`src/rtl/pen_pkt_pkg.sv`:
```
// Shared definitions for the pen packet link: frame constants, sequencer states
// and the additive checksum used by both the transmit and receive sides.
package pen_pkt_pkg;

  localparam logic [7:0]  PEN_PKT_HEADER = 8'hA5;
  localparam int unsigned PEN_PKT_BYTES  = 7;

  typedef enum logic [1:0] {IDLE, LOAD, SEND, DONE} pen_pkt_state_e;

  // Sum of payload bytes B1..B5, wrapping at 8 bits.
  function automatic logic [7:0] pen_pkt_checksum(input logic [11:0] x,
                                                  input logic [11:0] y,
                                                  input logic [7:0]  btn);
    logic [7:0] sum;
    sum = {4'h0, x[11:8]} + x[7:0] + {4'h0, y[11:8]} + y[7:0] + btn;
    return sum;
  endfunction

endpackage

```
`src/rtl/uart_byte_tx.sv`:
```
// 8N1 byte serialiser. The start bit is driven combinationally in the cycle
// start_i is seen, so the issuing cycle already counts as start-bit cycle 0.
module uart_byte_tx #(
  parameter int unsigned CLK_DIV = 868
) (
  input  logic       clk,
  input  logic       rst_p,
  input  logic [7:0] data_i,
  input  logic       start_i,
  output logic       txd_o,
  output logic       done_o
);

  localparam int unsigned      CW        = $clog2(CLK_DIV);
  localparam logic [CW-1:0]    LAST_TICK = CW'(CLK_DIV - 1);

  logic          active;
  logic [CW-1:0] baud_cnt;
  logic [3:0]    bit_idx;
  logic [7:0]    data;
  logic          bit_val;

  always_comb begin
    bit_val = 1'b1;
    if (bit_idx == 4'd0)
      bit_val = 1'b0;
    else if (bit_idx <= 4'd8)
      bit_val = data[3'(bit_idx - 4'd1)];
  end

  assign txd_o  = active ? bit_val : ~start_i;
  assign done_o = active && (bit_idx == 4'd9) && (baud_cnt == LAST_TICK);

  always_ff @(posedge clk or posedge rst_p) begin
    if (rst_p) begin
      active   <= 1'b0;
      baud_cnt <= '0;
      bit_idx  <= '0;
      data     <= '0;
    end else if (!active) begin
      if (start_i) begin
        active   <= 1'b1;
        data     <= data_i;
        bit_idx  <= '0;
        baud_cnt <= CW'(1);
      end
    end else if (baud_cnt == LAST_TICK) begin
      baud_cnt <= '0;
      if (bit_idx == 4'd9)
        active <= 1'b0;
      else
        bit_idx <= bit_idx + 4'd1;
    end else begin
      baud_cnt <= baud_cnt + CW'(1);
    end
  end

endmodule

```
`src/rtl/pen_packet_tx.sv`:
```
// Pen sample to 7-byte framed packet, sent over an 8N1 UART line.
// Frame: HEADER, x[11:8], x[7:0], y[11:8], y[7:0], btn, checksum.
module pen_packet_tx
  import pen_pkt_pkg::*;
#(
  parameter int unsigned CLK_DIV = 868,
  parameter logic [7:0]  HEADER  = PEN_PKT_HEADER
) (
  input  logic        clk,
  input  logic        rst_p,
  input  logic [11:0] x_i,
  input  logic [11:0] y_i,
  input  logic [7:0]  btn_i,
  input  logic        valid_i,
  output logic        ready_o,
  output logic        txd_o,
  output logic        busy_o,
  output logic        frame_done_o
);

  localparam logic [2:0] LAST_IDX = 3'(PEN_PKT_BYTES - 1);

  pen_pkt_state_e state, next_state;
  logic [2:0]     idx;
  logic           issue;
  logic [11:0]    x, y;
  logic [7:0]     btn;
  logic [7:0]     cur_byte;
  logic           start;
  logic           byte_done;
  logic           accept;
  logic           advance;

  assign accept  = valid_i && (state == IDLE);
  assign advance = (state == SEND) && byte_done && (idx != LAST_IDX);

  // The next byte is issued one cycle after byte_done, when the serialiser is idle.
  always_ff @(posedge clk or posedge rst_p) begin
    if (rst_p) begin
      state <= IDLE;
      idx   <= '0;
      issue <= 1'b0;
      x     <= '0;
      y     <= '0;
      btn   <= '0;
    end else begin
      state <= next_state;
      issue <= advance;
      if (accept) begin
        x   <= x_i;
        y   <= y_i;
        btn <= btn_i;
        idx <= '0;
      end else if (advance) begin
        idx <= idx + 3'd1;
      end
    end
  end

  always_comb begin
    next_state = state;
    unique case (state)
      IDLE: if (valid_i) next_state = LOAD;
      LOAD: next_state = SEND;
      SEND: if (byte_done && (idx == LAST_IDX)) next_state = DONE;
      DONE: next_state = IDLE;
      default: next_state = IDLE;
    endcase
  end

  always_comb begin
    ready_o      = (state == IDLE);
    busy_o       = (state == LOAD) || (state == SEND);
    frame_done_o = (state == DONE);
    start        = (state == LOAD) || issue;
  end

  always_comb begin
    cur_byte = HEADER;
    unique case (idx)
      3'd0: cur_byte = HEADER;
      3'd1: cur_byte = {4'h0, x[11:8]};
      3'd2: cur_byte = x[7:0];
      3'd3: cur_byte = {4'h0, y[11:8]};
      3'd4: cur_byte = y[7:0];
      3'd5: cur_byte = btn;
      3'd6: cur_byte = pen_pkt_checksum(x, y, btn);
      default: cur_byte = HEADER;
    endcase
  end

  uart_byte_tx #(.CLK_DIV(CLK_DIV)) u_byte_tx (
    .clk     (clk),
    .rst_p   (rst_p),
    .data_i  (cur_byte),
    .start_i (start),
    .txd_o   (txd_o),
    .done_o  (byte_done)
  );

endmodule

```
`config.mk`:
```
export PLATFORM = sky130hd
export DESIGN_NAME = pen_packet_tx
export DESIGN_NICKNAME = d
export VERILOG_FILES = /design/src/rtl/pen_pkt_pkg.sv /design/src/rtl/uart_byte_tx.sv /design/src/rtl/pen_packet_tx.sv
export SDC_FILE = /design/constraint.sdc
export NUM_CORES = 1
export LEC_CHECK = 0
export CORE_UTILIZATION = 57
export CTS_CLUSTER_DIAMETER = 50
export DETAILED_ROUTE_END_ITERATION = 8
export PLACE_DENSITY = 0.8
export SYNTH_ARGS = -nofsm -noshare
export SYNTH_HDL_FRONTEND = slang
export SYNTH_SLANG_ARGS = --single-unit
```
`constraint.sdc`:
```
create_clock -name clk -period 4.6 [get_ports clk]
set_clock_uncertainty 0.2 [all_clocks]
set_input_delay 0.69 -clock clk [delete_from_list [all_inputs] [get_ports clk]]
set_output_delay 0.69 -clock clk [all_outputs]
set_load 0.01 [all_outputs]
```
---- Yosys cells after proc, flatten, opt, wreduce, memory -nomap -nowiden ----
Cells that the tools add are included.
word-level totals
  flip-flop bits (word level) ............. 61
  output and inout port bits .............. 4
operators by class
  add/sub/neg operators ................... 8
  $lt $le $gt $ge ......................... 2
  eq/ne operators ......................... 16
  muxes and demuxes ....................... 22
  bitwise gates (word level) .............. 2
  reductions and logical operators ........ 15
operator list
  operator                                               number
  case mux 8 bit (6 select lines)                        1
  2-to-1 mux 10 bit                                      3
  adder 8 bit                                            2
  2-to-1 mux 4 bit                                       4
  adder 10 x 1 -> 10 bit, second input constant          1
  == test 10 bit, second input constant                  1
  == test 3 bit, second input constant                   3
  adder 4 x 8 -> 8 bit                                   1
  adder 8 x 4 -> 8 bit                                   1
  2-to-1 mux 1 bit                                       8
  != test 2 bit, second input constant                   4
  case mux 2 bit (4 select lines)                        1
  == test 3 x 2 -> 1 bit, second input constant          2
  logical AND 1 bit                                      6
  2-to-1 mux 3 bit                                       2
  adder 4 x 1 -> 4 bit, second input constant            1
  == test 2 bit, second input constant                   2
  == test 4 bit, second input constant                   1
  less-or-equal comparator 4 bit, second input constant  1
  logical NOT 4 bit                                      1
  < comparator 3 x 4 -> 1 bit, second input constant     1
  2-to-1 mux 2 bit                                       2
  AND reduction 2 bit                                    2
  nonzero test 2 bit                                     2
  other kinds (10)                                       12

---- Depth between registers and ports, before layout ----
Gate-level depths: netlist (run 1).
  depth in word-level cells ............... 7
  mapped depth ............................ 13
  depth with buffers taken out ............ 13

---- Hierarchy ----
Synthesis (run 1) repeated with hierarchy kept, for this count alone.
second synthesis, totals
  cells, all modules ...................... 362
  area, all modules ....................... 3776.1 µm²
modules (own cells, without submodules)
  module         instances  cells an instance  area an instance (µm²)  seq. area each (µm²)
  pen_packet_tx  1          227                2552.4                  950.9
  uart_byte_tx   1          135                1223.7                  575.6

---- Worst setup path before layout (run 1) ----
Ideal clock, no wire load.
  kind .................................... reg2reg
  from .................................... register y[2]
  to ...................................... register u_byte_tx.data[6]
  library setup time ...................... 0.110 ns
  arrival time ............................ 3.190 ns
  required time ........................... 4.290 ns
  slack ................................... 1.100 ns
  stages on the path, launching flop included .. 14
  period minus slack after synthesis ...... 3.500 ns
  cell sequence ........................... dfrtp_1 > inv_1 > fa_1 > inv_1 > fa_1 > inv_1 > fa_1 > inv_1 > ha_1 > a211oi_1 > o21bai_1 > a21oi_1 > xor2_1 > o41ai_1
on the way
  cells in the longest elaborated chain, start to end .. 3
RTL lines
  element                          RTL line             text
  start: declaration               pen_packet_tx.sv:26  logic [11:0] x, y;
  start signal: assignment         pen_packet_tx.sv:51  y <= y_i;
  adder 8 bit (2 in a row)         pen_pkt_pkg.sv:15    sum = {4'h0, x[11:8]} + x[7:0] + {4'h0, y[11:8]} + y[7:0] + btn;
  case mux 8 bit (6 select lines)  pen_packet_tx.sv:80  unique case (idx)
  end signal: assignment           uart_byte_tx.sv:43   data <= data_i;
  end: declaration                 uart_byte_tx.sv:20   logic [7:0] data;
Every way passes these cells.
A chain may end at the register's enable or synchronous reset.

---- Worst setup path after layout (run 1) ----
  from .................................... register u_byte_tx.bit_idx[0]
  to ...................................... output port txd_o
on the way
  cells in the longest elaborated chain, start to end .. 6
RTL lines
  element                                 RTL line             text
  start: declaration                      uart_byte_tx.sv:19   logic [3:0] bit_idx;
  start signal: assignment                uart_byte_tx.sv:52   bit_idx <= bit_idx + 4'd1;
  subtractor 3 x 1 -> 3 bit               uart_byte_tx.sv:28   bit_val = data[3'(bit_idx - 4'd1)];
  binary-select mux 1 bit (select 3 bit)  uart_byte_tx.sv:28
  2-to-1 mux 1 bit (implied by the code)  uart_byte_tx.sv:28
  2-to-1 mux 1 bit                        uart_byte_tx.sv:27   else if (bit_idx <= 4'd8)
  2-to-1 mux 1 bit *                      uart_byte_tx.sv:25   if (bit_idx == 4'd0)
  2-to-1 mux 1 bit *                      uart_byte_tx.sv:31   assign txd_o = active ? bit_val : ~start_i;
  end: declaration                        pen_packet_tx.sv:16  output logic txd_o,
Mark *: on every way between the ends. The rest lies on a longest branch, timed or not. The select of a mux whose other input is x is not followed.

==> results.ini, run 1 <==
[floorplan]
dieArea_um2=6970
coreArea_um2=6390
die_h_um=83.5
ios=39
rows=29
initial_utilization_pct=59.3
die_x_um=83.5

[synthesis]
synth_top_family_by_area=adder cells
synthArstFlopShare_pct=100
avgSynthCellArea_um2=11.0
yosys_warnings=0
synth_cell_types=48
synth-compound-area-share_pct=11.8
synth.top_cells.by_area=dfrtp_1, mux2_2, ha_1, fa_1, inv_1
yosysTopAreaCellShare_pct=40.3
synth-simple-area-share_pct=10.2
muxShareOfSynthArea_pct=13.0
syn_inst=344
syn_nets=420
synth_fa_ha_area_share_pct=16.3
synthFlopType=dfrtp_1
ys_ff_latch=61
ys_seq_area_share_pct=40.3
synth_area_leader_cell=dfrtp_1
synth_edf_count=0
synthXorXnorAreaFrac_pct=3.01
netlist_area_um2=3790

[grt]
grt-ovfl-total=0
busiest_layer=met2
grtUsageMet3_pct=4.25
antenna_found_initial=0
grt_max_degree=37
met2_usage_pct=40.2
track_usage_pct=24.1
grt_pass1_wl_um=13200
grt_util_met1_pct=30.8
grt_pass1_vias=2771

[timing]
period_share_pct=82.7
hold_violations=0
rsz0062_at_grt=false
drv_slew=0
fmax_mhz=263
worstMarginPinSlew_ns=0.729
setup-tns-final_ns=0
slew_headroom_pct=51.3
fin_crit_ns=3.80
setup_viol=0

[worst_setup_path]
worst-path-max-fanout=6
slowest_delay_ns=0.53
worstSetupPathType=reg2out
critPathCaptureType=primary output
cpLargestDelayFamily=multiplexers
critical_path_arrival_ns=2.91
cp.required_ns=3.71
cp-start-kind=register
crit_buf_inv=2
path_cells=inv_1, ha_1, mux4_2, mux2_2, a221oi_1, nor3_1, clkdlybuf4s50_1
crit_slowest_cell=mux4_2

[clock_tree]
cts_hold_buf=0
clk_latency_ns=0.34
numCtsBuffers=9
cts_tree=yes
clkSinkCount=61
clk_pin_slew_ns=0.07
cts_root_buf=clkbuf_8
htree_levels=3
clockBufferDepth=2
postCtsSetupBuffers=0
cts_resized=0

[placed_design]
gp_congestion=0.904
port_buffers=38
dpl_cell_area_um2=4250
hpwl_um=5540

[finish]
drive_gt1_share_pct=16.1
multi_input_area_um2=2060
ff_latch_area_um2=1530
area_delta_synth_final_pct=18.5
fin_nets=462
n_fill_cell=456
layout_common_cells=dfrtp_1, inv_1, clkdlybuf4s50_1, mux2_2, ha_1
n_antenna_cell=0
final_area_um2=4490
layout_commonest_cell=dfrtp_1

[routing]
vias=2721
avgViaCountPerCell=5.81
drtPass1Iterations=4
post_drt_wl_per_cell_um=16.2
drc=0
drtAntennaViolNets=0
drt-total-wl_um=7570
first_iter_violations=141

[status]
status=complete, no violations

[run]
drv_cap=0

[hold_path]
min_path_type=reg2reg

[layout make-up]
type | instances | share of cell area [%]
well taps | 77 | 2.15
multi-input cells | 231 | 45.9
clock buffers | 12 | 3.23
clock inverters | 4 | 2.12
flip-flops and latches | 61 | 34.0
inverters | 41 | 3.43
repair buffers | 42 | 9.14
[metrics by stage]
step	hold slack (ns)	utilization [%]	cells	worst slack [ns]
finish	0.289	70.3	468	0.797
global route	0.322	70.3	468	0.619
CTS	0.290	70.3	468	0.763
detailed placement	0.280	66.5	452	0.912
global placement	0.265	66.5	452	0.985
floorplan	0.245	-	344	1.10
[per-layer routing]
metal	up-vias	part of all wire [%]	routed length [um]
li1	1289	-	-
met1	1355	43	3280
met2	64	52	3910
met3	13	3.2	243
met4	0	1.7	132
met5	-	0	0
[synthesized netlist by cell type, types with 5 or more instances]
| master | count |
|---|---|
| dfrtp_1 | 61 |
| inv_1 | 41 |
| mux2_2 | 37 |
| ha_1 | 27 |
| nand2_1 | 17 |
| o21ai_0 | 17 |
| nor2_1 | 15 |
| fa_1 | 14 |
| a21oi_1 | 9 |
| nand3_1 | 8 |
| xnor2_1 | 8 |
| clkbuf_1 | 7 |
| a221oi_1 | 5 |
| a22oi_1 | 5 |
| and3_1 | 5 |
| nor2b_1 | 5 |
| xor2_1 | 5 |
[final timing paths]
| check | start | end | slack (ns) | cells past startpoint |
|---|---|---|---|---|
| setup / recovery | u_byte_tx.bit_idx[0] | txd_o | 0.80 | 7 |
| hold / removal | u_byte_tx.baud_cnt[9] | u_byte_tx.baud_cnt[9] | 0.29 | 1 |
| setup reg to reg | y[3] | u_byte_tx.data[7] | 0.88 | 13 |
| hold reg to reg | u_byte_tx.baud_cnt[9] | u_byte_tx.baud_cnt[9] | 0.29 | 1 |
| max in group asynchronous | rst_p | y[9] | 2.76 | 3 |
| min in group asynchronous | rst_p | btn[6] | 0.60 | 2 |
[kinds of logic after synthesis]
| kind of cell | count (synthesis) |
|---|---|
| and+or+nand+nor | 71 |
| AOI/OAI and AO/OA | 64 |
| DFF | 61 |
| buffers and inverters | 52 |
| muxes | 42 |
| adders and majority gates | 41 |
| xor gates and xnor gates | 13 |
[sequential cells by signal, summed over array words and instances, names as in the netlist]
register	cells
btn	8
y	12
issue	1
u_byte_tx.baud_cnt	10
u_byte_tx.active	1
x	12
u_byte_tx.bit_idx	4
state	2
idx	3
u_byte_tx.data	8
[worst register-to-register path, delay by kind of cell, from the launching register on]
family                   cells  cell delay (ns)
adder cells (fa/ha/maj)      4             1.88
AND/OR/NAND/NOR              3             0.53
AO/OA/AOI/OAI                2             0.40
flip-flops                   1             0.39
buffers and inverters        4             0.25
Power of run 1 is not shown: default switching activity piles up to over one toggle a cycle in this logic, so the estimate is an artifact.
==> run 2: changes to the inputs <==
==> constraint.sdc (replaced) <==
create_clock -name clk -period 3.6 [get_ports clk]
set_clock_uncertainty 0.2 [all_clocks]
set_input_delay 0.54 -clock clk [delete_from_list [all_inputs] [get_ports clk]]
set_output_delay 0.54 -clock clk [all_outputs]
set_load 0.01 [all_outputs]
==> run 2 against run 1 <==
Against the previous run: the run now ends with setup timing left; worst hold slack worse by 0.0082 ns; worst setup slack lost 0.82 ns; first-iteration DRC count up 9.2%; register-to-register slack lost 0.90 ns; global-route usage rose by 2.0 points; critical endpoint is now u_byte_tx.data[5].
==> results.ini, run 2 (synthesis results as in run 1) <==
[status]
status=finished with violations  ; was complete, no violations
violations=setup timing

[routing]
drtAntennaViolNets=0  ; unchanged
drt-total-wl_um=8010  ; was 7570 um
drtPass1Iterations=5  ; was 4
avgViaCountPerCell=5.90  ; was 5.81
vias=2828  ; was 2,721
drc=0  ; unchanged
first_iter_violations=154  ; was 141
post_drt_wl_per_cell_um=16.7  ; was 16.2 um

[finish]
drive_gt1_share_pct=22.4  ; was 16.1%
layout_commonest_cell=dfrtp_1  ; unchanged
multi_input_area_um2=2180  ; was 2060 um2
instances_no_fill=479  ; was 468
reg.largest.list=x x12, y x12, u_byte_tx.baud_cnt x10  ; unchanged
fin_nets=475  ; was 462
n_antenna_cell=0  ; unchanged
layout_common_cells=dfrtp_1, clkdlybuf4s50_1, mux2_2, inv_1, ha_1  ; was dfrtp_1, inv_1, clkdlybuf4s50_1, mux2_2, ha_1
area_delta_synth_final_pct=23.2  ; was 18.5%
ff_latch_area_um2=1530  ; unchanged
n_fill_cell=421  ; was 456

[clock_tree]
cts_tree=yes  ; unchanged
cts_root_buf=clkbuf_8  ; unchanged
clk_latency_ns=0.35  ; was 0.34 ns
clkSinkCount=61  ; unchanged
clk_pin_slew_ns=0.06  ; was 0.07 ns
numCtsBuffers=9  ; unchanged
htree_levels=3  ; unchanged
clockBufferDepth=2  ; unchanged

[timing]
period_share_pct=101
setup_viol=2  ; was 0
fin_crit_ns=3.62
hold_violations=0  ; unchanged
fin_ws_ns=-0.0194  ; was 0.797 ns
slew_headroom_pct=49.0  ; was 51.3%
fmax_mhz=276
rsz0062_at_grt=true  ; was false
worstMarginPinSlew_ns=0.765  ; was 0.729 ns
drv_slew=0  ; unchanged

[floorplan]
coreArea_um2=6390  ; unchanged
rows=29  ; unchanged
ios=39  ; unchanged
die_h_um=83.5  ; unchanged
die_x_um=83.5  ; unchanged
dieArea_um2=6970  ; unchanged
initial_utilization_pct=59.3  ; unchanged

[grt]
grtUsageMet3_pct=4.85  ; was 4.25%
grt-ovfl-total=0  ; unchanged
busiest_layer=met2  ; unchanged
grt_max_degree=62  ; was 37
grt_pass1_vias=2948  ; was 2,771
met2_usage_pct=43.6  ; was 40.2%
grt_util_met1_pct=33.2  ; was 30.8%
grt_pass1_wl_um=14300  ; was 13,200 um
antenna_found_initial=0  ; unchanged
track_usage_pct=26.1  ; was 24.1%

[placed_design]
dp.cells=458  ; was 452
port_buffers=38  ; unchanged
gp_congestion=0.889  ; was 0.904
hpwl_um=5520  ; was 5540 um

[worst_setup_path]
cpMostUsedCell=fa_1
crit_buf_inv=4  ; was 2
worstSetupPathType=reg2reg  ; was reg2out
crit_slowest_cell=fa_1  ; was mux4_2
slowest_delay_ns=0.55  ; was 0.53 ns
path_cells=inv_2, fa_1, inv_2, fa_1, inv_1, fa_1, buf_6, fa_2, nor2b_4, o21a_1, o211ai_1, a21oi_2, o22a_1  ; was inv_1, ha_1, mux4_2, mux2_2, a221oi_1, nor3_1, clkdlybuf4s50_1
cp.required_ns=3.68  ; was 3.71 ns
worst-path-max-fanout=2  ; was 6
cpLargestDelayFamily=adder cells  ; was multiplexers
cp-start-kind=register  ; unchanged
critPathCaptureType=register  ; was primary output
critical_path_arrival_ns=3.70  ; was 2.91 ns

[hold_path]
min_path_type=reg2reg  ; unchanged

[run]
drv_cap=0  ; unchanged

[run 2: cell types whose count changed in the layout (fill, tap and decap cells not counted), sizes merged]
cell / before / now
bufinv: 3 / 1
buf: 4 / 17
[run 2: repair_timing]
action,in CTS,in global routing
hold endpoints to repair,0,0
pin swaps,12,13
hold buffers,0,0
setup buffers,5,2
endpoints found under the setup margin,3,6
resized for setup,13,13
[run 2: worst paths after layout]
kind	startpoint	to	slack (ns)	cells after the start
worst max-delay path	y[2]	u_byte_tx.data[5]	-0.02	13
worst min-delay path	u_byte_tx.baud_cnt[9]	u_byte_tx.baud_cnt[9]	0.28	1
worst max register to register	y[2]	u_byte_tx.data[5]	-0.02	13
worst min register to register	u_byte_tx.baud_cnt[9]	u_byte_tx.baud_cnt[9]	0.28	1
max in group asynchronous	rst_p	state[0]	2.16	3
min in group asynchronous	rst_p	btn[6]	0.53	3
[run 2: area by class of cell]
| cell class | count | area share [%] |
|---|---|---|
| repair buffers | 55 | 11.3 |
| multi-input cells | 231 | 46.7 |
| inverters | 41 | 3.30 |
| clock buffers | 12 | 3.11 |
| clock inverters | 2 | 0.751 |
| flip-flops and latches | 61 | 32.7 |
| well taps | 77 | 2.06 |
[run 2: layer usage]
| layer | wire (um) | part of all wire (%) | up-vias |
|---|---|---|---|
| met2 | 4100 | 51 | 65 |
| met3 | 320 | 4.0 | 17 |
| li1 | - | - | 1319 |
| met5 | 0 | 0 | - |
| met1 | 3420 | 43 | 1427 |
| met4 | 170 | 2.1 | 0 |
[run 2: stage by stage]
stage	cell area [um2]	setup slack, ns	hold slack, ns	TNS, ns	utilization [%]
2_1_floorplan	3790	0.0995	0.245	0	-
3_3_place_gp	4310	0.0151	0.266	0	67.4
3_5_place_dp	4310	-0.145	0.275	-0.283	67.4
4_1_cts	4590	0.00203	0.284	0	71.9
5_1_grt	4670	-0.161	0.295	-0.580	73.1
6_report	4670	-0.0194	0.281	-0.0271	73.1
[run 2: worst reg2reg max path, delay by kind of cell, from the launching register on]
kind | cells | cell delay [ns]
adder cells (fa/ha/maj) | 4 | 1.97
AND/OR/NAND/NOR | 1 | 0.18
buffers and inverters | 4 | 0.28
flip-flops | 1 | 0.36
AO/OA/AOI/OAI | 4 | 0.58
Power of run 2 is left out for the same reason.
